<file path="src/rtl/tcm_boot_loader.sv">
// Boot sequencer for riscv_tcm_top: streams an image into the TCM write port,
// pulses the core reset, runs the core until the halt instruction is fetched.
module tcm_boot_loader #(
  parameter logic [31:0] BASE_ADDR    = 32'h0,
  parameter int unsigned MAX_WORDS    = 100,
  parameter logic [31:0] HALT_INST    = 32'h0000_8067,
  parameter int unsigned RUN_TIMEOUT  = 40000,
  parameter int unsigned RST_CYCLES   = 1,
  parameter int unsigned DRAIN_CYCLES = 5
) (
  input  logic        clk_i,
  input  logic        rst_i,
  input  logic        start_i,
  input  logic        s_valid_i,
  input  logic [31:0] s_data_i,
  input  logic        s_last_i,
  output logic        s_ready_o,
  output logic [3:0]  tcm_we_o,
  output logic [31:0] tcm_addr_o,
  output logic [31:0] tcm_data_o,
  output logic        rst_cpu_o,
  input  logic        fetch_valid_i,
  input  logic [31:0] fetch_inst_i,
  output logic        busy_o,
  output logic        done_o,
  output logic        timeout_o,
  output logic        overflow_o,
  output logic [15:0] words_loaded_o,
  output logic [31:0] run_cycles_o
);

  localparam int unsigned CNT_W = 16;
  localparam int unsigned TMR_W = 32;

  localparam logic [CNT_W-1:0] LP_LAST_IDX  = CNT_W'(MAX_WORDS - 1);
  localparam logic [TMR_W-1:0] LP_RST_END   = TMR_W'(RST_CYCLES - 1);
  localparam logic [TMR_W-1:0] LP_DRAIN_END = TMR_W'(DRAIN_CYCLES - 1);
  localparam logic [TMR_W-1:0] LP_TIMEOUT   = TMR_W'(RUN_TIMEOUT);

  typedef enum logic [2:0] {
    S_IDLE, S_LOAD, S_SETTLE, S_CORE_RST, S_RUN, S_DRAIN, S_DONE, S_FAIL
  } state_t;

  state_t             r_state,    w_state;
  logic [TMR_W-1:0]   r_tmr,      w_tmr;
  logic               r_s_ready,  w_s_ready;
  logic [3:0]         r_we,       w_we;
  logic [31:0]        r_addr,     w_addr;
  logic [31:0]        r_data,     w_data;
  logic               r_rst_cpu,  w_rst_cpu;
  logic               r_busy,     w_busy;
  logic               r_done,     w_done;
  logic               r_timeout,  w_timeout;
  logic               r_overflow, w_overflow;
  logic [CNT_W-1:0]   r_words,    w_words;
  logic [31:0]        r_run,      w_run;

  logic w_beat;
  logic w_halt;

  assign w_beat = s_valid_i & r_s_ready;
  assign w_halt = fetch_valid_i && (fetch_inst_i == HALT_INST);

  // Next state and next register values; outputs are derived from the next state
  always_comb begin
    w_state    = r_state;
    w_we       = 4'h0;
    w_addr     = r_addr;
    w_data     = r_data;
    w_done     = r_done;
    w_timeout  = r_timeout;
    w_overflow = r_overflow;
    w_words    = r_words;
    w_run      = r_run;

    case (r_state)
      S_IDLE, S_DONE, S_FAIL: begin
        if (start_i) begin
          w_state    = S_LOAD;
          w_done     = 1'b0;
          w_timeout  = 1'b0;
          w_overflow = 1'b0;
          w_words    = '0;
          w_run      = '0;
        end
      end
      S_LOAD: begin
        if (w_beat) begin
          w_we    = 4'hf;
          w_addr  = BASE_ADDR + 32'({r_words, 2'b00});
          w_data  = s_data_i;
          w_words = r_words + CNT_W'(1);
          if (s_last_i) begin
            w_state = S_SETTLE;
          end else if (r_words == LP_LAST_IDX) begin
            w_state    = S_FAIL;
            w_overflow = 1'b1;
          end
        end
      end
      S_SETTLE: w_state = S_CORE_RST;
      S_CORE_RST: begin
        if (r_tmr == LP_RST_END) begin
          w_state = S_RUN;
          w_run   = 32'd1;
        end
      end
      S_RUN: begin
        // A halt in the timeout cycle still counts as a clean finish
        if (w_halt) begin
          w_state = S_DRAIN;
        end else if (r_run == LP_TIMEOUT) begin
          w_state   = S_FAIL;
          w_timeout = 1'b1;
        end else begin
          w_run = r_run + 32'd1;
        end
      end
      S_DRAIN: begin
        if (r_tmr == LP_DRAIN_END) begin
          w_state = S_DONE;
          w_done  = 1'b1;
        end
      end
      default: w_state = S_IDLE;
    endcase

    w_tmr     = (w_state == r_state) ? r_tmr + TMR_W'(1) : '0;
    w_s_ready = (w_state == S_LOAD);
    w_rst_cpu = !((w_state == S_RUN) || (w_state == S_DRAIN));
    w_busy    = !((w_state == S_IDLE) || (w_state == S_DONE) || (w_state == S_FAIL));
  end

  always_ff @(posedge clk_i) begin
    if (rst_i) begin
      r_state    <= S_IDLE;
      r_tmr      <= '0;
      r_s_ready  <= 1'b0;
      r_we       <= 4'h0;
      r_addr     <= '0;
      r_data     <= '0;
      r_rst_cpu  <= 1'b1;
      r_busy     <= 1'b0;
      r_done     <= 1'b0;
      r_timeout  <= 1'b0;
      r_overflow <= 1'b0;
      r_words    <= '0;
      r_run      <= '0;
    end else begin
      r_state    <= w_state;
      r_tmr      <= w_tmr;
      r_s_ready  <= w_s_ready;
      r_we       <= w_we;
      r_addr     <= w_addr;
      r_data     <= w_data;
      r_rst_cpu  <= w_rst_cpu;
      r_busy     <= w_busy;
      r_done     <= w_done;
      r_timeout  <= w_timeout;
      r_overflow <= w_overflow;
      r_words    <= w_words;
      r_run      <= w_run;
    end
  end

  assign s_ready_o      = r_s_ready;
  assign tcm_we_o       = r_we;
  assign tcm_addr_o     = r_addr;
  assign tcm_data_o     = r_data;
  assign rst_cpu_o      = r_rst_cpu;
  assign busy_o         = r_busy;
  assign done_o         = r_done;
  assign timeout_o      = r_timeout;
  assign overflow_o     = r_overflow;
  assign words_loaded_o = r_words;
  assign run_cycles_o   = r_run;

endmodule

</file>
<file path="config.mk">
export PLATFORM = sky130hd
export DESIGN_NAME = tcm_boot_loader
export DESIGN_NICKNAME = d
export VERILOG_FILES = /design/src/rtl/tcm_boot_loader.sv
export SDC_FILE = /design/constraint.sdc
export NUM_CORES = 1
export LEC_CHECK = 0
export ABC_CLOCK_PERIOD_IN_PS = 2500
export BUFFER_PORTS_ARGS = -buffer_cell sky130_fd_sc_hd__buf_2
export CAP_MARGIN = 20
export CORE_UTILIZATION = 41
export CTS_BUF_LIST = sky130_fd_sc_hd__clkbuf_16
export DETAILED_ROUTE_END_ITERATION = 10
export PLACE_DENSITY = 0.66
export REMOVE_ABC_BUFFERS = 1
export SYNTH_ARGS = -nofsm -noshare
export SYNTH_HDL_FRONTEND = slang
export SYNTH_SLANG_ARGS = --single-unit
export TNS_END_PERCENT = 10
</file>
<file path="constraint.sdc">
create_clock -name clk_i -period 2.5 [get_ports clk_i]
set_input_delay 0.5 -clock clk_i [delete_from_list [all_inputs] [get_ports clk_i]]
set_output_delay 0.5 -clock clk_i [all_outputs]
set_load 0.02 [all_outputs]
</file>
Yosys cells after proc, flatten, opt, wreduce, memory -nomap -nowiden
Index checks and enable logic that the tools add are counted.
Operators by class
  $add $sub $neg: 3
  equal/unequal tests: 26
  multiplexer cells: 28
  bitwise gates (word level): 3
  reductions and logical operators: 22
Operators with widths (number)
  $mux 32: 4
  $pmux 32 s3: 1
  $add 32x1->32 const B: 2
  $eq 32x16->1 const B: 2
  $eq 32x3->1 const B: 1
  $logic_not 32->1: 1
  $mux 16: 2
  $pmux 16 s2: 1
  $eq 3x3->1 const B: 8
  $mux 3: 8
  $ne 2x2->1 const B: 9
  $pmux 3 s6: 1
  $add 16x1->16 const B: 1
  $eq 16x7->1 const B: 1
  $reduce_and 5->1: 2
  $mux 1: 7
  $eq 3x1->1 const B: 2
  $eq 3x2->1 const B: 2
  $logic_not 3->1: 2
  $pmux 1 s2: 3
  $reduce_and 3->1: 2
  $reduce_bool 2->1: 3
  $mux 4: 1
  $reduce_and 4->1: 1
  other kinds (10): 15
Word-level totals
  flip-flop bits (word level): 141
  input bits: 70
  output and inout port bits: 122
  word-level logic and storage cells: 95

Logic depth before layout (Yosys ltp)
  depth in word-level cells: 9
  depth in mapped cells: 10
  mapped depth without buffers: 8

Worst setup path after synthesis
OpenSTA, ideal clock, no wires.
  kind: reg-to-reg
  from: reg r_run[0] (netlist: run_cycles_o[0])
  to: reg r_tmr[10]
  setup time: 0.121 ns
  data arrival time: 2.187 ns
  required time: 2.379 ns
  path slack: 0.191 ns
  cell stages (with the launch flop): 11
  buffers on the path: 2
  period minus slack after synthesis: 2.309 ns
  path through: dfxtp_1 inv_1 ha_1 nor4b_1 nand4_1 or3_1 or2_2 clkbuf_1 nand3_1 buf_2 nor3_1
Between the ends
  word-level cells in the longest chain between the ends: 7
RTL lines
  start, declared: RTL line 56  | logic [31:0] r_run, w_run;
  start signal, assigned: RTL line 162  | r_run <= w_run;
  $eq 32x16->1: RTL line 112  | end else if (r_run == LP_TIMEOUT) begin
  $mux 3: RTL line 112
  $mux 3: RTL line 110  | if (w_halt) begin
  $pmux 3 s6: RTL line 76  | case (r_state)
  $eq 3x3->1: RTL line 128  | w_tmr = (w_state == r_state) ? r_tmr + TMR_W'(1) : '0;
  $not 1->1 (no source line)
  $reduce_or 2->1 (no source line)
  end signal, assigned: RTL line 151  | r_tmr <= w_tmr;
  end, declared: RTL line 45  | logic [TMR_W-1:0] r_tmr, w_tmr;
Every way passes these cells.
A chain may end at the register's enable or synchronous reset.

Final worst setup path
  from: reg r_tmr[24]
  to: reg r_run[17] (netlist: run_cycles_o[17])
Between the ends
  word-level cells in the longest chain between the ends: 3
RTL lines
  $logic_not 32->1: RTL line 103  | if (r_tmr == LP_RST_END) begin
  $ne 2x2->1 (no source line)
  $reduce_and 5->1 (no source line)
Every way passes these cells.

==> impl_results.html <==
<table>
<tr><th>Metric</th><th>Value</th></tr>
<tr><th colspan="2">Timing</th></tr>
<tr><td>Unrepaired setup endpoints after global routing</td><td>yes</td></tr>
<tr><td>Slew of the pin with the lowest slew margin</td><td>0.7090 ns</td></tr>
<tr><td>Rel. slew slack</td><td>0.5274</td></tr>
<tr><td>Min Clock Period, post-route</td><td>2.474 ns</td></tr>
<tr><td>Max Transition Viols Final</td><td>0</td></tr>
<tr><td>Final Hold Fails</td><td>0</td></tr>
<tr><td>Final setup violation count</td><td>0</td></tr>
<tr><td>Final worst path period share</td><td>0.9897</td></tr>
<tr><td>Setup Skew</td><td>0.006651 ns</td></tr>
<tr><td>Max Clock Freq</td><td>0.4042 GHz</td></tr>
<tr><th colspan="2">Clock tree</th></tr>
<tr><td>Number of buffers added by the clock tree synthesis step</td><td>17</td></tr>
<tr><td>H-tree lvl count</td><td>4</td></tr>
<tr><td>CTS max path bufs</td><td>2</td></tr>
<tr><td>Clock slew at reported path FFs</td><td>0.06 ns</td></tr>
<tr><td>Insertion delay of the later-clocked pin in the worst-skew pair</td><td>0.42 ns</td></tr>
<tr><td>Hold buffer count at CTS</td><td>0</td></tr>
<tr><td>CTS tree</td><td>built</td></tr>
<tr><td>Num Clock Sinks</td><td>138</td></tr>
<tr><td>Root buffer selected by CTS</td><td>sky130_fd_sc_hd__clkbuf_16</td></tr>
<tr><th colspan="2">Setup path</th></tr>
<tr><td>Setup Crit Path Kind</td><td>flop to flop</td></tr>
<tr><td>Crit-path cells</td><td>nor4_4 -&gt; buf_4 -&gt; nand4_1 -&gt; o31ai_4 -&gt; buf_4 -&gt; nand4_1 -&gt; buf_6 -&gt; or4_4 -&gt; a21oi_2</td></tr>
<tr><td>Arr. time, crit path</td><td>2.83 ns</td></tr>
<tr><td>CP max FO</td><td>5</td></tr>
<tr><td>Setup slack on the worst flop-to-flop path</td><td>0.03 ns</td></tr>
<tr><td>Crit path largest cell delay</td><td>0.41 ns</td></tr>
<tr><td>Critical-path top delay cell</td><td>sky130_fd_sc_hd__or4_4</td></tr>
<tr><td>R2R depth</td><td>9</td></tr>
<tr><td>Data required time of the worst path</td><td>2.86 ns</td></tr>
<tr><td>FF-to-FF End</td><td>run_cycles_o[17]</td></tr>
<tr><td>Kind of end point of the critical path</td><td>flop</td></tr>
<tr><td>CP Launch Type</td><td>flop</td></tr>
<tr><td>FF-to-FF Start</td><td>r_tmr[24]</td></tr>
<tr><th colspan="2">Yosys</th></tr>
<tr><td>Share of synthesized registers carrying an async set or reset</td><td>0</td></tr>
<tr><td>Post-synthesis cell count</td><td>773</td></tr>
<tr><td>Library cell occupying the most area in the post-synthesis netlist</td><td>sky130_fd_sc_hd__dfxtp_1</td></tr>
<tr><td>Post-synthesis sequential area ratio</td><td>0.4387</td></tr>
<tr><td>Number of enable flip-flop cells after synthesis</td><td>0</td></tr>
<tr><td>Unique masters post-synth</td><td>51</td></tr>
<tr><td>Mean Syn Cell Area</td><td>8.147 sq um</td></tr>
<tr><td>Share of the synthesized area in the top cell type</td><td>0.4387</td></tr>
<tr><td>Leading cell types by total area after synthesis</td><td>sky130_fd_sc_hd__dfxtp_1 (44%), sky130_fd_sc_hd__nand2_1 (7.9%), sky130_fd_sc_hd__a21oi_1 (6.5%)</td></tr>
<tr><td>Count of state elements after synthesis</td><td>138</td></tr>
<tr><td>Predominant post-synthesis flop cell</td><td>sky130_fd_sc_hd__dfxtp_1</td></tr>
<tr><td>Post-synthesis cell area</td><td>6297 sq um</td></tr>
<tr><td>Count of yosys warnings during synthesis</td><td>0</td></tr>
<tr><th colspan="2">Floorplanning</th></tr>
<tr><td>Vert. Die Dim</td><td>125.9 um</td></tr>
<tr><td>I/O Pins</td><td>192</td></tr>
<tr><td>Initial core utilization</td><td>0.4268</td></tr>
<tr><td>Total number of placement rows</td><td>44</td></tr>
<tr><td>Horiz. Die Dim</td><td>125.9 um</td></tr>
<tr><td>Die area</td><td>15860 sq um</td></tr>
<tr><td>Area of the placeable core</td><td>14750 sq um</td></tr>
<tr><th colspan="2">Global routing</th></tr>
<tr><td>Wire length of the first global-routing pass</td><td>27030 um</td></tr>
<tr><td>Overflow after GRT</td><td>0</td></tr>
<tr><td>Combined global-route utilization of all metal layers</td><td>0.2106</td></tr>
<tr><td>Number of antenna violations at the first check in global routing</td><td>0</td></tr>
<tr><td>Routing layer with the top usage in global route</td><td>met2</td></tr>
<tr><td>GR met2 Demand/Resource</td><td>0.3451</td></tr>
<tr><td>Met1 Use GR</td><td>0.2660</td></tr>
<tr><td>Global Route met3 Usage</td><td>0.05820</td></tr>
<tr><td>Vias in the first global route</td><td>5518</td></tr>
<tr><td>Largest net degree at the start of global routing</td><td>51</td></tr>
<tr><th colspan="2">Pwr</th></tr>
<tr><td>Power per cell area</td><td>648.4 nW/um^2</td></tr>
<tr><td>Leakage power</td><td>3.353 nW</td></tr>
<tr><td>Worst supply voltage drop on vdd</td><td>0.4535 mV</td></tr>
<tr><td>Overall power</td><td>5.415 mW</td></tr>
<tr><th colspan="2">Placed design</th></tr>
<tr><td>Placement Cell Area</td><td>7611 sq um</td></tr>
<tr><td>Placed wire-length estimate</td><td>11510 um</td></tr>
<tr><td>Final RePlAce weighted congestion</td><td>0.8147</td></tr>
<tr><td>IO buf count</td><td>175</td></tr>
<tr><th colspan="2">Worst hold path</th></tr>
<tr><td>Path class of the lowest-slack min-delay path</td><td>input pin to flop</td></tr>
<tr><td>Worst Min Path Start</td><td>s_data_i[20]</td></tr>
<tr><td>Hold EP</td><td>tcm_data_o[20]</td></tr>
<tr><td>Worst Hold Depth</td><td>3</td></tr>
<tr><th colspan="2">Route</th></tr>
<tr><td>First drt pass iteration count</td><td>4</td></tr>
<tr><td>Number of vias per cell after detailed routing</td><td>5.250</td></tr>
<tr><td>Number of vias after detailed routing</td><td>6163</td></tr>
<tr><td>Routed WL per cell</td><td>14.17 um</td></tr>
<tr><td>Final ANT Viol Nets</td><td>0</td></tr>
<tr><td>DRC violation count after routing</td><td>0</td></tr>
<tr><td>Detailed Route WL</td><td>16630 um</td></tr>
<tr><td>First-iteration detailed-routing DRC count</td><td>293</td></tr>
<tr><th colspan="2">Final layout</th></tr>
<tr><td>Final Core Density</td><td>0.5660</td></tr>
<tr><td>Inserted Diodes</td><td>0</td></tr>
<tr><td>Top library cells by usage in the layout, fill and taps aside</td><td>sky130_fd_sc_hd__buf_2 (176), sky130_fd_sc_hd__dfxtp_1 (137), sky130_fd_sc_hd__nand2_1 (132)</td></tr>
<tr><td>Area overhead of the layout relative to synthesis</td><td>32.60%</td></tr>
<tr><td>Most common cell after layout, fill and taps aside</td><td>sky130_fd_sc_hd__buf_2</td></tr>
<tr><td>Fraction of final layout cells sized beyond drive strength 1</td><td>0.2879</td></tr>
<tr><td>Post-layout net count</td><td>1053</td></tr>
<tr><td>Non-Filler Cell Area, Final</td><td>8351 sq um</td></tr>
<tr><th colspan="2">Job</th></tr>
<tr><td>Count of max-cap constraint violations</td><td>0</td></tr>
<tr><th colspan="2">Run status</th></tr>
<tr><td>Result of the run</td><td>finished clean</td></tr>
</table>
how the worst max path moves through the flow:
stage                startpoint  cells past startpoint  slack, ns               end
2_1_floorplan        r_state[0]                      5      -0.71         r_tmr[10]
3_3_place_gp   fetch_inst_i[11]                      8       0.06         r_tmr[22]
3_5_place_dp          r_tmr[20]                      8      -0.02  run_cycles_o[28]
4_1_cts               r_tmr[20]                      8       0.02  run_cycles_o[26]
5_1_grt               r_tmr[24]                      9      -0.09  run_cycles_o[13]
6_report              r_tmr[24]                      9       0.03  run_cycles_o[17]
metal layers:
layer	wire length, um	part of all wire
met2	8075	0.49
met4	203	0.012
met1	7535	0.45
met3	818	0.049
met5	0	0
state kept, by name, indices dropped and copies added (netlist names):
register        cells
overflow_o          1
tcm_we_o            1
tcm_addr_o         16
timeout_o           1
rst_cpu_o           1
busy_o              1
r_tmr              32
tcm_data_o         32
words_loaded_o     16
r_state             3
s_ready_o           1
run_cycles_o       32
done_o              1
critical path: cells and delay by family, from the launching register on:
kind            cells  cell delay [ns]
compound gates      2             0.46
buf+inv             3             0.53
simple gates        4             1.10
flops               1             0.33
metrics by stage:
stage                     setup WS (ns)  instances  setup TNS [ns]  hold slack, ns
after floorplan                 -0.7083        725          -29.78          0.4688
after global placement          0.05694       1140               0          0.4388
after detailed placement       -0.01887       1140        -0.01887          0.4430
after CTS                       0.02377       1172               0          0.2949
after global routing           -0.08632       1174         -0.5024          0.3045
final                           0.02576       1174               0          0.3116
report_power, final:
part	switching [mW]	total, mW	internal, mW
Sequential	0.0269	2.26	2.24
Combinational	0.279	0.453	0.174
Clock	0.949	2.70	1.75
Total	1.25	5.41	4.16
synth_stat cells (15+ instances only):
| cell type | count |
|---|---|
| sky130_fd_sc_hd__dfxtp_1 | 138 |
| sky130_fd_sc_hd__nand2_1 | 132 |
| sky130_fd_sc_hd__a21oi_1 | 82 |
| sky130_fd_sc_hd__nor3_1 | 42 |
| sky130_fd_sc_hd__nor2_1 | 41 |
| sky130_fd_sc_hd__clkbuf_1 | 33 |
| sky130_fd_sc_hd__nand3_1 | 28 |
| sky130_fd_sc_hd__nand4_1 | 26 |
| sky130_fd_sc_hd__xnor2_1 | 23 |
| sky130_fd_sc_hd__xor2_1 | 22 |
| sky130_fd_sc_hd__buf_4 | 19 |
| sky130_fd_sc_hd__nor4_1 | 18 |
| sky130_fd_sc_hd__or3_1 | 18 |
| sky130_fd_sc_hd__o21ai_0 | 16 |
| sky130_fd_sc_hd__inv_1 | 15 |
| sky130_fd_sc_hd__or4_1 | 15 |
cells by family after synthesis:
family	after synthesis	share of synthesized area
and+or+nand+nor	372	0.3034
DFF	138	0.4387
AOI/OAI and AO/OA	133	0.1232
buffers and inverters	78	0.05981
xor gates and xnor gates	45	0.06259
adders and majority gates	5	0.009934
other	1	0.0005955
muxes	1	0.001788
final cells by class:
type	instances	area [sq um]
clock buffers	17	425.4
flip-flops and latches	138	2764
multi-input cells	572	3298
fillers	1388	6404
repair buffers	234	1374
clock inverters	14	202.7
well taps	184	230.2
inverters	15	56.30
timing repair:
item | 4_1_cts | 5_1_grt
setup buffers | 1 | 1
cloned | 0 | 1
hold endpoints to repair | 0 | 0
pin swaps | 3 | 15
gates resized for setup | 1 | 17
endpoints found under the setup margin | 6 | 19
(Power assumes the default switching activity.)
